[config.mk]
export PLATFORM = sky130hd
export DESIGN_NAME = cong_serial
export DESIGN_NICKNAME = d
export VERILOG_FILES = /design/src/rtl/cong_serial.sv
export SDC_FILE = /design/constraint.sdc
export NUM_CORES = 1
export LEC_CHECK = 0
export CAP_MARGIN = 10
export CORE_ASPECT_RATIO = 0.5
export CORE_MARGIN = 3
export CORE_UTILIZATION = 40
export DETAILED_ROUTE_END_ITERATION = 10
export PLACE_DENSITY_LB_ADDON = 0.05
export SETUP_SLACK_MARGIN = 0.5
export SLEW_MARGIN = 20
export SYNTH_ARGS = -nofsm -noshare
export SYNTH_HDL_FRONTEND = slang
export SYNTH_SLANG_ARGS = --single-unit
export TNS_END_PERCENT = 50
[constraint.sdc]
create_clock -name clk -period 3 [get_ports clk]
set_input_delay 0.45 -clock clk [delete_from_list [all_inputs] [get_ports clk]]
set_output_delay 0.45 -clock clk [all_outputs]
set_load 0.02 [all_outputs]
[src/rtl/cong_serial.sv]
// rtl/cong_serial.sv - bit-serial WIDTH-bit adder, one full-adder slice and a carry flop
// Operands load on start; sum, carry-out and signed overflow arrive with a one-cycle done.
module cong_serial #(
   parameter int WIDTH = 8
) (
   input  logic             clk,
   input  logic             rst_n,
   input  logic             start,
   input  logic [WIDTH-1:0] A,
   input  logic [WIDTH-1:0] B,
   input  logic             cin,
   output logic             busy,
   output logic             done,
   output logic [WIDTH-1:0] S,
   output logic             cout,
   output logic             ovf
);
   localparam int CW = $clog2(WIDTH);

   typedef enum logic [1:0] {
      IDLE = 2'd0,
      RUN  = 2'd1,
      DONE = 2'd2
   } state_t;

   state_t           state_q;
   logic [CW-1:0]    cnt_q;
   logic             carry_q;
   logic [WIDTH-1:0] a_q;
   logic [WIDTH-1:0] b_q;
   logic [WIDTH-1:0] sum_q;
   logic [WIDTH-1:0] s_q;
   logic             cout_q;
   logic             ovf_q;
   logic             busy_q;
   logic             done_q;

   logic             sbit_d;
   logic             carry_d;
   logic [WIDTH-1:0] sum_d;
   logic             last_bit;

   // Single full-adder slice on the current LSB pair
   assign sbit_d   = a_q[0] ^ b_q[0] ^ carry_q;
   assign carry_d  = (a_q[0] & b_q[0]) | (a_q[0] & carry_q) | (b_q[0] & carry_q);
   assign sum_d    = {sbit_d, sum_q[WIDTH-1:1]};
   assign last_bit = (cnt_q == CW'(WIDTH - 1));

   always_ff @(posedge clk or negedge rst_n) begin
      if (!rst_n) begin
         state_q <= IDLE;
         cnt_q   <= '0;
         carry_q <= 1'b0;
         a_q     <= '0;
         b_q     <= '0;
         sum_q   <= '0;
         s_q     <= '0;
         cout_q  <= 1'b0;
         ovf_q   <= 1'b0;
         busy_q  <= 1'b0;
         done_q  <= 1'b0;
      end else begin
         case (state_q)
            IDLE, DONE: begin
               done_q <= 1'b0;
               if (start) begin
                  a_q     <= A;
                  b_q     <= B;
                  carry_q <= cin;
                  cnt_q   <= '0;
                  busy_q  <= 1'b1;
                  state_q <= RUN;
               end else begin
                  state_q <= IDLE;
               end
            end
            RUN: begin
               a_q     <= {1'b0, a_q[WIDTH-1:1]};
               b_q     <= {1'b0, b_q[WIDTH-1:1]};
               carry_q <= carry_d;
               sum_q   <= sum_d;
               cnt_q   <= cnt_q + CW'(1);
               // carry_q here is the carry into the MSB
               if (last_bit) begin
                  s_q     <= sum_d;
                  cout_q  <= carry_d;
                  ovf_q   <= carry_q ^ carry_d;
                  done_q  <= 1'b1;
                  busy_q  <= 1'b0;
                  state_q <= DONE;
               end
            end
            default: begin
               busy_q  <= 1'b0;
               done_q  <= 1'b0;
               state_q <= IDLE;
            end
         endcase
      end
   end

   assign busy = busy_q;
   assign done = done_q;
   assign S    = s_q;
   assign cout = cout_q;
   assign ovf  = ovf_q;
endmodule

== After elaboration in Yosys (flattened, before gate mapping) ==
Index checks and enable logic that the tools add are counted.

* Word-level logic and storage cells: 47
* Register bits: 42
* Input port bits: 20
* Output and inout port bits: 12

* Bitwise logic cells: 8
* Muxes and demuxes: 16
* Eq/ne operators: 5
* Add/sub/neg operators: 1
* Reduce and logical (&&, ||, !) cells: 6

{| class="wikitable"
|+ Operators by type and width
! kind !! count
|-
| 8-bit case mux with 2 select lines || 2
|-
| 8-bit two-way mux || 2
|-
| 1-bit two-way mux || 6
|-
| 3-bit case mux with 2 select lines || 1
|-
| 2-bit AND reduction || 3
|-
| 2-bit != test (second input constant) || 2
|-
| 1-bit case mux with 2 select lines || 2
|-
| 2-bit case mux with 2 select lines || 1
|-
| 3-bit by 1-bit adder with 3-bit output (second input constant) || 1
|-
| 1-bit bitwise AND || 3
|-
| 3-bit equality test (second input constant) || 1
|-
| 3-bit two-way mux || 1
|-
| 1-bit bitwise XOR || 3
|-
| 2-bit by 1-bit equality test with 1-bit output (second input constant) || 1
|-
| 2-bit equality test (second input constant) || 1
|-
| 2-bit logical NOT || 1
|-
| 2-bit two-way mux || 1
|-
| 1-bit bitwise OR || 2
|-
| 2-bit nonzero test || 1
|-
| 2-bit OR reduction || 1
|}

== Longest topological paths before layout ==
* Depth after elaboration: 4
* Gate-level depth with buffers: 6
* Mapped depth without buffers: 5

== Worst setup path after synthesis ==
Ideal clock, no wire load.

* Path type: flip-flop to flip-flop
* From: reg cnt_q[0]
* To: reg s_q[2] (netlist: S[2])
* Data required time: 2.875 ns
* Path buffers: 1
* Path slack: 1.548 ns
* Data arrival time: 1.327 ns
* Stages on the path, launching flop included: 6
* Period minus slack after synthesis: 1.452 ns
* Setup time: 0.125 ns
* Cell sequence: dfrtp_1 -> ha_1 -> ha_1 -> nand3b_4 -> buf_6 -> mux2_4

* Longest elaborated chain between the ends: 2

{| class="wikitable"
|+ Ends and longest elaborated chain
! what !! RTL line !! source
|-
| start, declared || 27 || <nowiki>logic [CW-1:0] cnt_q;</nowiki>
|-
| start signal, assigned || 82 || <nowiki>cnt_q <= cnt_q + CW'(1);</nowiki>
|-
| 3-bit equality test || 47 || <nowiki>assign last_bit = (cnt_q == CW'(WIDTH - 1));</nowiki>
|-
| 2-bit AND reduction (no line) || -- ||
|-
| end signal, assigned || 85 || <nowiki>s_q <= sum_d;</nowiki>
|-
| end, declared || 32 || <nowiki>logic [WIDTH-1:0] s_q;</nowiki>
|}

Every way passes these cells.
A chain may end at the register's enable or synchronous reset.

== Worst setup path in the final report ==
* From: reg done_q (netlist: done)
* To: out done

{| class="wikitable"
|+ RTL lines
! what !! RTL line !! source
|-
| start, declared || 36 || <nowiki>logic done_q;</nowiki>
|-
| start signal, assigned || 61 || <nowiki>done_q <= 1'b0;</nowiki>
|-
| start signal, assigned || 65 || <nowiki>done_q <= 1'b0;</nowiki>
|-
| start signal, assigned || 88 || <nowiki>done_q <= 1'b1;</nowiki>
|-
| end, declared || 13 || <nowiki>output logic done,</nowiki>
|}

No word-level cell between the ends.

==> out/metrics.cfg <==
[run_status]
run_status = finished, final reports clean

[place]
port_buffers = 31
dp_cells = 245
dpl.hpwl_mm = 2.35
dp_slack_ns = 0.888
place_area_um2 = 2270
gp_congestion = 0.663

[cts]
cts-root-buf = clkbuf_8
h-tree-depth = 2
clock_latency_ns = 0.29
tritoncts = built
clkTransAtPathRegs_ns = 0.08
cts_setup_buffers = 0
clockBufferDepth = 2
clock-sinks = 40
hold_buffers = 0
ctsResizeCount = 0
numCtsBuffers = 5

[power]
vdd.ir_drop.worst_uv = 331
power.static_leakage_nw = 1.00
power_density_nw_per_um2 = 1020

[yosys]
syn_area_um2 = 1940
synth_nets = 179
synth_area_leader_cell = dfrtp_1
netlist_top_cells_count = dfrtp_1 (40), mux2i_1 (14), a211oi_1 (12), a21oi_1 (12), nor2b_1 (12)
synth-edff-count = 0
ys.warnings.count = 0
netlist_instances = 156
seq_area_frac_synth_pct = 51.6
ys_ff_latch = 40
synth.distinct_cells = 26
synth_top_area_share_pct = 51.6
synth_flop_cell = dfrtp_1
synth-async-reset-ratio_pct = 100
synth_most_common_cell = dfrtp_1
synth.avg_cell_area_um2 = 12.4
ys_top_cells_by_area = dfrtp_1 (52%), mux2_4 (8.5%), mux2i_1 (7.2%)

[routing]
routed_wl_mm = 3.53
vias = 1247
wl_per_cell_um = 13.9
firstDrtPassIters = 3
drc = 0
vias_per_cell = 4.93
ant_nets = 0
first_iter_violations = 23

[timing]
fin_setup_tns_ns = 0
rsz0062_at_grt = false
max_slew.worst_pin.slew_ns = 0.906
skew_ns = 0.00582
hold_viol_final = 0
drv_slew = 0
maxSlewHeadroom_pct = 39.6
fin_crit_sh_pct = 68.2
min_period_ns = 2.05
setup_violations = 0
worst_slack_ns = 0.953
fmax_mhz = 489

[floorplanning]
io_pins = 32
row_count = 17
die_y_um = 55.3
start_util_pct = 42.8
die_x_um = 105
coreArea_um2 = 4530
die-area_um2 = 5770

[cells_and_area]
final_cell_count_no_fill = 253
finalInstanceArea_um2 = 2370
syn_to_final_growth_pct = 22.0
drive_gt1_share_pct = 17.1
final.fill_count = 429
multi_input_area_um2 = 840
n_antenna_cell = 0
finalNetCount = 209
final-seq-area_um2 = 1000

[worst_setup_path]
cp_cell_sequence = buf_4, clkdlybuf4s50_1
crit_family = buffers and inverters
cp.arrival_ns = 1.60
cpPeakStageDelay_ns = 0.67
cp-end-kind = primary output
path_class = register to primary output
cp-start-kind = register
crit_fanout = 21
crit_buf_inv = 2
critPathSlowestCell = clkdlybuf4s50_1
cp.required_ns = 2.55

[global_route]
track_usage_pct = 13.5
grt_pass1_wl_mm = 6.29
grt_max_degree = 41
antenna_found_initial = 0
grt_pass1_vias = 1230
overflow = 0

[job]
max-cap-violations = 0

[min_path]
worst_hold_path_type = input pin to async pin

==> cells by family after synthesis <==
family,after synthesis,share of synthesized area (%)
xor+xnor,2,0.903
buf+inv,16,5.16
simple gates,27,8.57
flops,40,51.6
compound gates,36,11.7
fa+ha+maj,3,2.32
mux,32,19.8
==> power breakdown <==
part           internal [W]  switching, W
Sequential         0.000802      0.000204
Clock              0.000186      0.000192
Combinational      0.000594      0.000429
Total               0.00158      0.000826
==> routing by layer <==
| layer | routed length (um) | GRT usage [%] | vias to the layer above |
|---|---|---|---|
| li1 | - | - | 619 |
| met1 | 1800 | 19.5 | 603 |
| met2 | 1500 | 19.0 | 23 |
| met3 | 218 | 5.13 | 2 |
| met4 | 12 | 3.41 | 0 |
| met5 | 0 | 0 | - |
==> worst reg2reg max path, delay by kind of cell (launching register included) <==
kind / cells / cell delay [ns]
and+or+nand+nor: 1 / 0.10
DFF: 1 / 0.80
AOI/OAI and AO/OA: 1 / 0.23
buffers and inverters: 1 / 0.37
==> cell type report <==
class,count,area share (%)
clock buffer,6,3.49
clock inverter,2,0.634
inverter,5,0.793
multi-input combinational,100,35.5
sequential,40,42.3
tap,66,3.49
timing repair buffer,34,13.8
==> through the flow <==
stage / total power, W / hold slack (ns) / utilization [%]
after global placement: 0.00202 / 0.469 / 50.1
after floorplan: 0.00177 / 0.154 / -
after detailed placement: 0.00206 / 0.475 / 50.1
after CTS: 0.00244 / 0.313 / 52.3
final: 0.00241 / 0.273 / 52.3
after global routing: 0.00261 / 0.357 / 52.3
==> placed cells by master, fill, tap and decap left out, types with 3 or more instances in the layout <==
cell type | Yosys | layout
mux2_2 | 7 | 7
a211oi_1 | 12 | 12
o21ai_0 | 5 | 5
nor2b_1 | 12 | 12
nor2_1 | 3 | 3
nand3_1 | 3 | 3
nand2_1 | 5 | 5
clkdlybuf4s50_1 | 0 | 30
clkbuf_8 | 0 | 6
dfrtp_1 | 40 | 40
mux2_4 | 11 | 11
a21oi_1 | 12 | 12
mux2i_1 | 14 | 14
buf_4 | 1 | 3
inv_1 | 5 | 5
==> flip-flops by register name, summed over array words and instances, names as in the netlist <==
| name | flops |
|---|---|
| S | 8 |
| a_q | 8 |
| b_q | 8 |
| busy | 1 |
| carry_q | 1 |
| cnt_q | 3 |
| cout | 1 |
| done | 1 |
| ovf | 1 |
| state_q | 1 |
| sum_q | 7 |
==> path summary, 6_finish.rpt <==
path / cells after the start / start / slack (ns) / to
setup / recovery: 2 / done / 0.95 / done
hold / removal: 1 / rst_n / 0.27 / S[2]
setup reg to reg: 3 / state_q[0] / 1.39 / cnt_q[1]
hold reg to reg: 2 / ovf / 0.49 / ovf
max in group asynchronous: 1 / rst_n / 2.15 / cnt_q[1]
min in group clk: 2 / ovf / 0.49 / ovf
No activity file was read; power rests on OpenSTA's default activity.
